===== src/rtl/ml_qpi_master.sv =====
// Byte-oriented quad-SPI (QPI) master: frames transactions with CSB and shifts
// one byte per request as two nibbles, MSB nibble first, for reads or writes.
module ml_qpi_master #(
  parameter int CLKDIV = 2
) (
  input  logic       clk,
  input  logic       resetn,
  input  logic       xfer_start,
  input  logic       xfer_end,
  input  logic       in_valid,
  output logic       in_ready,
  input  logic [7:0] in_data,
  input  logic       in_read,
  output logic       out_valid,
  output logic [7:0] out_data,
  output logic       qpi_csb,
  output logic       qpi_clk,
  output logic [3:0] qpi_io_out,
  output logic       qpi_io_oe,
  input  logic [3:0] qpi_io_in,
  output logic       busy
);

  typedef enum logic [1:0] {IDLE, ACTIVE, SHIFT, FINISH} state_t;

  localparam logic [3:0] HMAX = 4'(CLKDIV - 1);

  state_t     state;
  logic [3:0] hcnt;
  logic [1:0] ph;
  logic       rd_q;
  logic       end_pend;
  logic [3:0] tx_lo;
  logic [7:0] rx_sh;
  logic       handshake;
  logic       half_end;

  assign handshake = (state == ACTIVE) && in_valid && in_ready;
  assign half_end  = (hcnt == HMAX);

  // Control path: ph counts low/high/low/high half-periods of one byte.
  always_ff @(posedge clk or negedge resetn) begin
    if (!resetn) begin
      state      <= IDLE;
      hcnt       <= 4'd0;
      ph         <= 2'd0;
      rd_q       <= 1'b0;
      end_pend   <= 1'b0;
      qpi_csb    <= 1'b1;
      qpi_clk    <= 1'b0;
      qpi_io_oe  <= 1'b0;
      qpi_io_out <= 4'd0;
      in_ready   <= 1'b0;
      out_valid  <= 1'b0;
      out_data   <= 8'd0;
      busy       <= 1'b0;
    end else begin
      out_valid <= 1'b0;
      case (state)
        IDLE: begin
          if (xfer_start) begin
            state    <= ACTIVE;
            qpi_csb  <= 1'b0;
            in_ready <= 1'b1;
            busy     <= 1'b1;
          end
        end
        ACTIVE: begin
          if (handshake) begin
            state     <= SHIFT;
            in_ready  <= 1'b0;
            rd_q      <= in_read;
            end_pend  <= xfer_end;
            hcnt      <= 4'd0;
            ph        <= 2'd0;
            qpi_clk   <= 1'b0;
            qpi_io_oe <= !in_read;
            if (!in_read) qpi_io_out <= in_data[7:4];
          end else if (xfer_end) begin
            state    <= FINISH;
            in_ready <= 1'b0;
            qpi_csb  <= 1'b1;
            hcnt     <= 4'd0;
          end
        end
        SHIFT: begin
          if (xfer_end) end_pend <= 1'b1;
          if (half_end) begin
            hcnt <= 4'd0;
            ph   <= ph + 2'd1;
            case (ph)
              2'd0, 2'd2: qpi_clk <= 1'b1;
              2'd1: begin
                qpi_clk <= 1'b0;
                if (!rd_q) qpi_io_out <= tx_lo;
              end
              default: begin
                // Byte complete: a pending end closes the frame, else ask for more.
                qpi_clk   <= 1'b0;
                qpi_io_oe <= 1'b0;
                end_pend  <= 1'b0;
                out_valid <= rd_q;
                if (rd_q) out_data <= rx_sh;
                if (end_pend || xfer_end) begin
                  state   <= FINISH;
                  qpi_csb <= 1'b1;
                end else begin
                  state    <= ACTIVE;
                  in_ready <= 1'b1;
                end
              end
            endcase
          end else begin
            hcnt <= hcnt + 4'd1;
          end
        end
        FINISH: begin
          if (half_end) begin
            state <= IDLE;
            busy  <= 1'b0;
            hcnt  <= 4'd0;
          end else begin
            hcnt <= hcnt + 4'd1;
          end
        end
        default: state <= IDLE;
      endcase
    end
  end

  // Data path: low write nibble held for phase 2, read nibbles sampled on qpi_clk rise.
  always_ff @(posedge clk) begin
    if (handshake) tx_lo <= in_data[3:0];
    if ((state == SHIFT) && half_end && !ph[0]) rx_sh <= {rx_sh[3:0], qpi_io_in};
  end

endmodule

===== config.mk =====
export PLATFORM = sky130hd
export DESIGN_NAME = ml_qpi_master
export DESIGN_NICKNAME = d
export VERILOG_FILES = /design/src/rtl/ml_qpi_master.sv
export SDC_FILE = /design/constraint.sdc
export NUM_CORES = 1
export LEC_CHECK = 0
export ABC_CLOCK_PERIOD_IN_PS = 3300
export BUFFER_PORTS_ARGS = -buffer_cell sky130_fd_sc_hd__buf_2
export CORE_MARGIN = 4
export CORE_UTILIZATION = 25
export CTS_BUF_LIST = sky130_fd_sc_hd__clkbuf_8 sky130_fd_sc_hd__clkbuf_16
export DETAILED_ROUTE_END_ITERATION = 6
export PLACE_DENSITY_LB_ADDON = 0.12
export REMOVE_ABC_BUFFERS = 1
export SYNTH_ARGS = -nofsm -noshare
export SYNTH_HDL_FRONTEND = slang
export SYNTH_SLANG_ARGS = --single-unit
export TNS_END_PERCENT = 20

===== constraint.sdc =====
create_clock -name clk -period 3.3 [get_ports clk]
set_clock_uncertainty 0.15 [all_clocks]
set_input_delay 0.495 -clock clk [delete_from_list [all_inputs] [get_ports clk]]
set_output_delay 0.495 -clock clk [all_outputs]
set_load 0.1 [all_outputs]

==> results.sh <==
export IMPL_synth_cells=160
export IMPL_share_of_cells_above_drive_strength_1_pct=33.8
export IMPL_detailedPlace_worstSlack_ps=848
export IMPL_synthMostInstantiatedCell="sky130_fd_sc_hd__dfrtp_1"
export IMPL_cts_repair_timing_setup_buffer_count=0
export IMPL_floorplan_rows=31
export IMPL_run_status="finished clean"
export IMPL_drt_wirelength_per_cell_um=14.0
export IMPL_post_cts_resized_instances=0
export IMPL_timing_critical_path_fanout_max=21
export IMPL_critPathLaunchType="flip-flop"
export IMPL_synth_enable_flop_cells=12
export IMPL_cellPowerDensity_nw_per_um2=1030
export IMPL_cts_max_path_buffers=2
export IMPL_crit_path_end_kind="flip-flop"
export IMPL_worst_setup_hold_path_clk_slew_ps=80
export IMPL_gp_congestion=0.708
export IMPL_antennaDiodeCount=0
export IMPL_ys_ff_latch=40
export IMPL_timing_final_setup_violations=0
export IMPL_fin_tns_setup_ps=0
export IMPL_maxClockFrequency_mhz=407
export IMPL_synthMuxAreaShare_pct=11.7
export IMPL_insertion_delay_ps=290
export IMPL_critical_path_startpoint="state[0]"
export IMPL_synth_cell_type_count=39
export IMPL_flow_area_growth_from_synthesis_pct=21.2
export IMPL_yosysSeqAreaShare_pct=54.6
export IMPL_min_period_ps=2460
export IMPL_yosys_warnings=0
export IMPL_synth_top_family_by_area="compound AO/OA/AOI/OAI gates"
export IMPL_area_fraction_in_compound_gates_after_synthesis_pct=15.4
export IMPL_max_slew_worst_pin_slew_ps=802
export IMPL_yosysTopAreaCellShare_pct=34.7
export IMPL_rr_worst_depth=6
export IMPL_slew_viol_final=0
export IMPL_cts_inserted_buffers=5
export IMPL_clkSinkCount=40
export IMPL_reg2reg_from="state[0]"
export IMPL_drtIter0Drc=80
export IMPL_core_um2=7410
export IMPL_timing_rr_end="in_ready"
export IMPL_filler_cell_count=779
export IMPL_period_share_pct=74.5
export IMPL_grt_use_total_pct=9.83
export IMPL_total_length_of_routed_wires_um=4210
export IMPL_ir_drop_mv=0.222
export IMPL_postRouteAntennaNets=0
export IMPL_io_pins=36
export IMPL_design_power_total_uw=2430
export IMPL_ff2ff_setup_slack_ps=840
export IMPL_synthArstFlopShare_pct=70.0
export IMPL_die_height_um=96.2
export IMPL_synth_simple_gate_area_share_pct=7.46
export IMPL_cts_htree_levels=2
export IMPL_die_w_um=96.2
export IMPL_antenna_found_initial=0
export IMPL_yosys_area_share_adder_pct=7.72
export IMPL_synth_xor_area_share_pct=0
export IMPL_synth_top_cells_by_count="sky130_fd_sc_hd__dfrtp_1, sky130_fd_sc_hd__mux2_2, sky130_fd_sc_hd__o21ai_0"
export IMPL_hpwl_um=3010
export IMPL_timing_setup_critical_path_class="flip-flop to flip-flop"
export IMPL_hold_buffer_count_at_cts=0
export IMPL_placement_io_buffers=35
export IMPL_multi_input_area_um2=823
export IMPL_holdCritPathClass="input port to async pin"
export IMPL_max_cap_viol_count=0
export IMPL_synth_area_um2=1950
export IMPL_finalCoreUtilization_pct=31.8
export IMPL_synth_top_cells_by_area="sky130_fd_sc_hd__dfrtp_1, sky130_fd_sc_hd__edfxtp_1, sky130_fd_sc_hd__mux2_2"
export IMPL_cts_root_buffer="sky130_fd_sc_hd__clkbuf_8"
export IMPL_fin_nets=230
export IMPL_drt_drc_violations_left=0
export IMPL_dr_total_vias=1335
export IMPL_p_leak_uw=0.00107
export IMPL_timing_hold_violations_final=0
export IMPL_synth_top_area_cell="sky130_fd_sc_hd__dfrtp_1"
export IMPL_pin_count_of_the_biggest_net_entering_global_routing=29
export IMPL_setup_slack_ps=842
export IMPL_first_pass_iters=4
export IMPL_postSynthAreaPerCell_um2=12.2
export IMPL_route_detailed_vias_per_inst=4.45
export IMPL_via_count_of_the_first_global_routing_pass=1342
export IMPL_worst_slew_margin_rel_pct=46.6
export IMPL_fp_dieArea_um2=9260
export IMPL_wire_length_of_the_first_global_routing_pass_um=6800
export IMPL_globalRouteOverflowTotal=0
export IMPL_cp_data_arrival_time_ps=2490
export IMPL_crit_required_ps=3330
export IMPL_dominantRegCellSynth="sky130_fd_sc_hd__dfrtp_1"
export IMPL_cts_tree="yes"
export IMPL_initial_core_util_pct=26.3
export IMPL_rsz0062_at_grt="false"
export IMPL_final_seq_area_um2=1060
[logic make-up (layout without fill, tap and decap cells)]
| logic type | count (synthesis) | count (layout) |
|---|---|---|
| AOI/OAI and AO/OA | 46 | 46 |
| DFF | 40 | 40 |
| muxes | 20 | 20 |
| adders and majority gates | 12 | 12 |
| buffers and inverters | 14 | 55 |
| and+or+nand+nor | 28 | 28 |
[state kept, by name, indices dropped and copies added (netlist names)]
| signal | count |
|---|---|
| out_data | 8 |
| rx_sh | 8 |
| hcnt | 4 |
| qpi_io_out | 4 |
| tx_lo | 4 |
| ph | 2 |
| state | 2 |
| busy | 1 |
| end_pend | 1 |
| in_ready | 1 |
| out_valid | 1 |
| qpi_clk | 1 |
| qpi_csb | 1 |
| qpi_io_oe | 1 |
| rd_q | 1 |
[cells in the final DEF, fill, tap and decap left out, types with 2 or more instances in the layout]
cell	instances
sky130_fd_sc_hd__o21ai_0	17
sky130_fd_sc_hd__a21oi_1	9
sky130_fd_sc_hd__inv_1	10
sky130_fd_sc_hd__a31oi_1	4
sky130_fd_sc_hd__nand3_1	2
sky130_fd_sc_hd__nand2_1	5
sky130_fd_sc_hd__nor2_1	6
sky130_fd_sc_hd__nor3_1	4
sky130_fd_sc_hd__mux2_2	17
sky130_fd_sc_hd__o31a_1	2
sky130_fd_sc_hd__nor2b_1	2
sky130_fd_sc_hd__dfrtp_1	27
sky130_fd_sc_hd__buf_2	35
sky130_fd_sc_hd__o22ai_1	2
sky130_fd_sc_hd__edfxtp_1	12
sky130_fd_sc_hd__nand2b_1	2
sky130_fd_sc_hd__a21o_1	3
sky130_fd_sc_hd__nor3b_1	2
sky130_fd_sc_hd__ha_1	12
sky130_fd_sc_hd__clkbuf_8	6
sky130_fd_sc_hd__buf_4	2
[critical path: stages, from the launching register on]
cell                        delay, ps
sky130_fd_sc_hd__dfrtp_1          470
sky130_fd_sc_hd__inv_1            120
sky130_fd_sc_hd__ha_1             490
sky130_fd_sc_hd__nor2b_1          300
sky130_fd_sc_hd__a2111oi_4        370
sky130_fd_sc_hd__o211ai_2         140
sky130_fd_sc_hd__mux2_4           310
[power breakdown]
part	leakage [µW]	internal, µW	total, µW	switching (µW)
registers	0.000466	653	753	100
logic	0.000548	386	1250	862
clock network	0.0000614	247	428	180
[routing by layer]
layer  vias up  share of wire, %  wire (µm)  GRT usage (%)
met5         -                 0          0              0
met4         0               1.6         68           3.91
met3         6               4.3        181           2.74
met2        26                46       1940           15.1
met1       646                48       2020           13.0
li1        657                 -          -              -
[area by class of cell]
| type | count | area share [%] |
|---|---|---|
| clock buffer | 6 | 3.50 |
| sequential | 40 | 45.0 |
| multi-input combinational | 106 | 34.9 |
| timing repair buffer | 37 | 8.06 |
| clock inverter | 2 | 1.64 |
| tap | 99 | 5.25 |
| inverter | 10 | 1.59 |
[how the worst max path moves through the flow]
stage | end | slack (ps)
5_1_grt | rx_sh[6] | 640
3_5_place_dp | in_ready | 850
2_1_floorplan | rx_sh[0] | 890
6_report | in_ready | 840
3_3_place_gp | in_ready | 850
4_1_cts | out_data[5] | 820
[metrics by stage]
stage          hold WS [ps]  std cells  instance area [µm²]
3_5_place_dp            286        292                 2240
3_3_place_gp            288        292                 2240
4_1_cts                 117        300                 2360
5_1_grt                 137        300                 2360
2_1_floorplan          49.4        156                 1920
6_report               76.4        300                 2360
(Power assumes the default switching activity.)
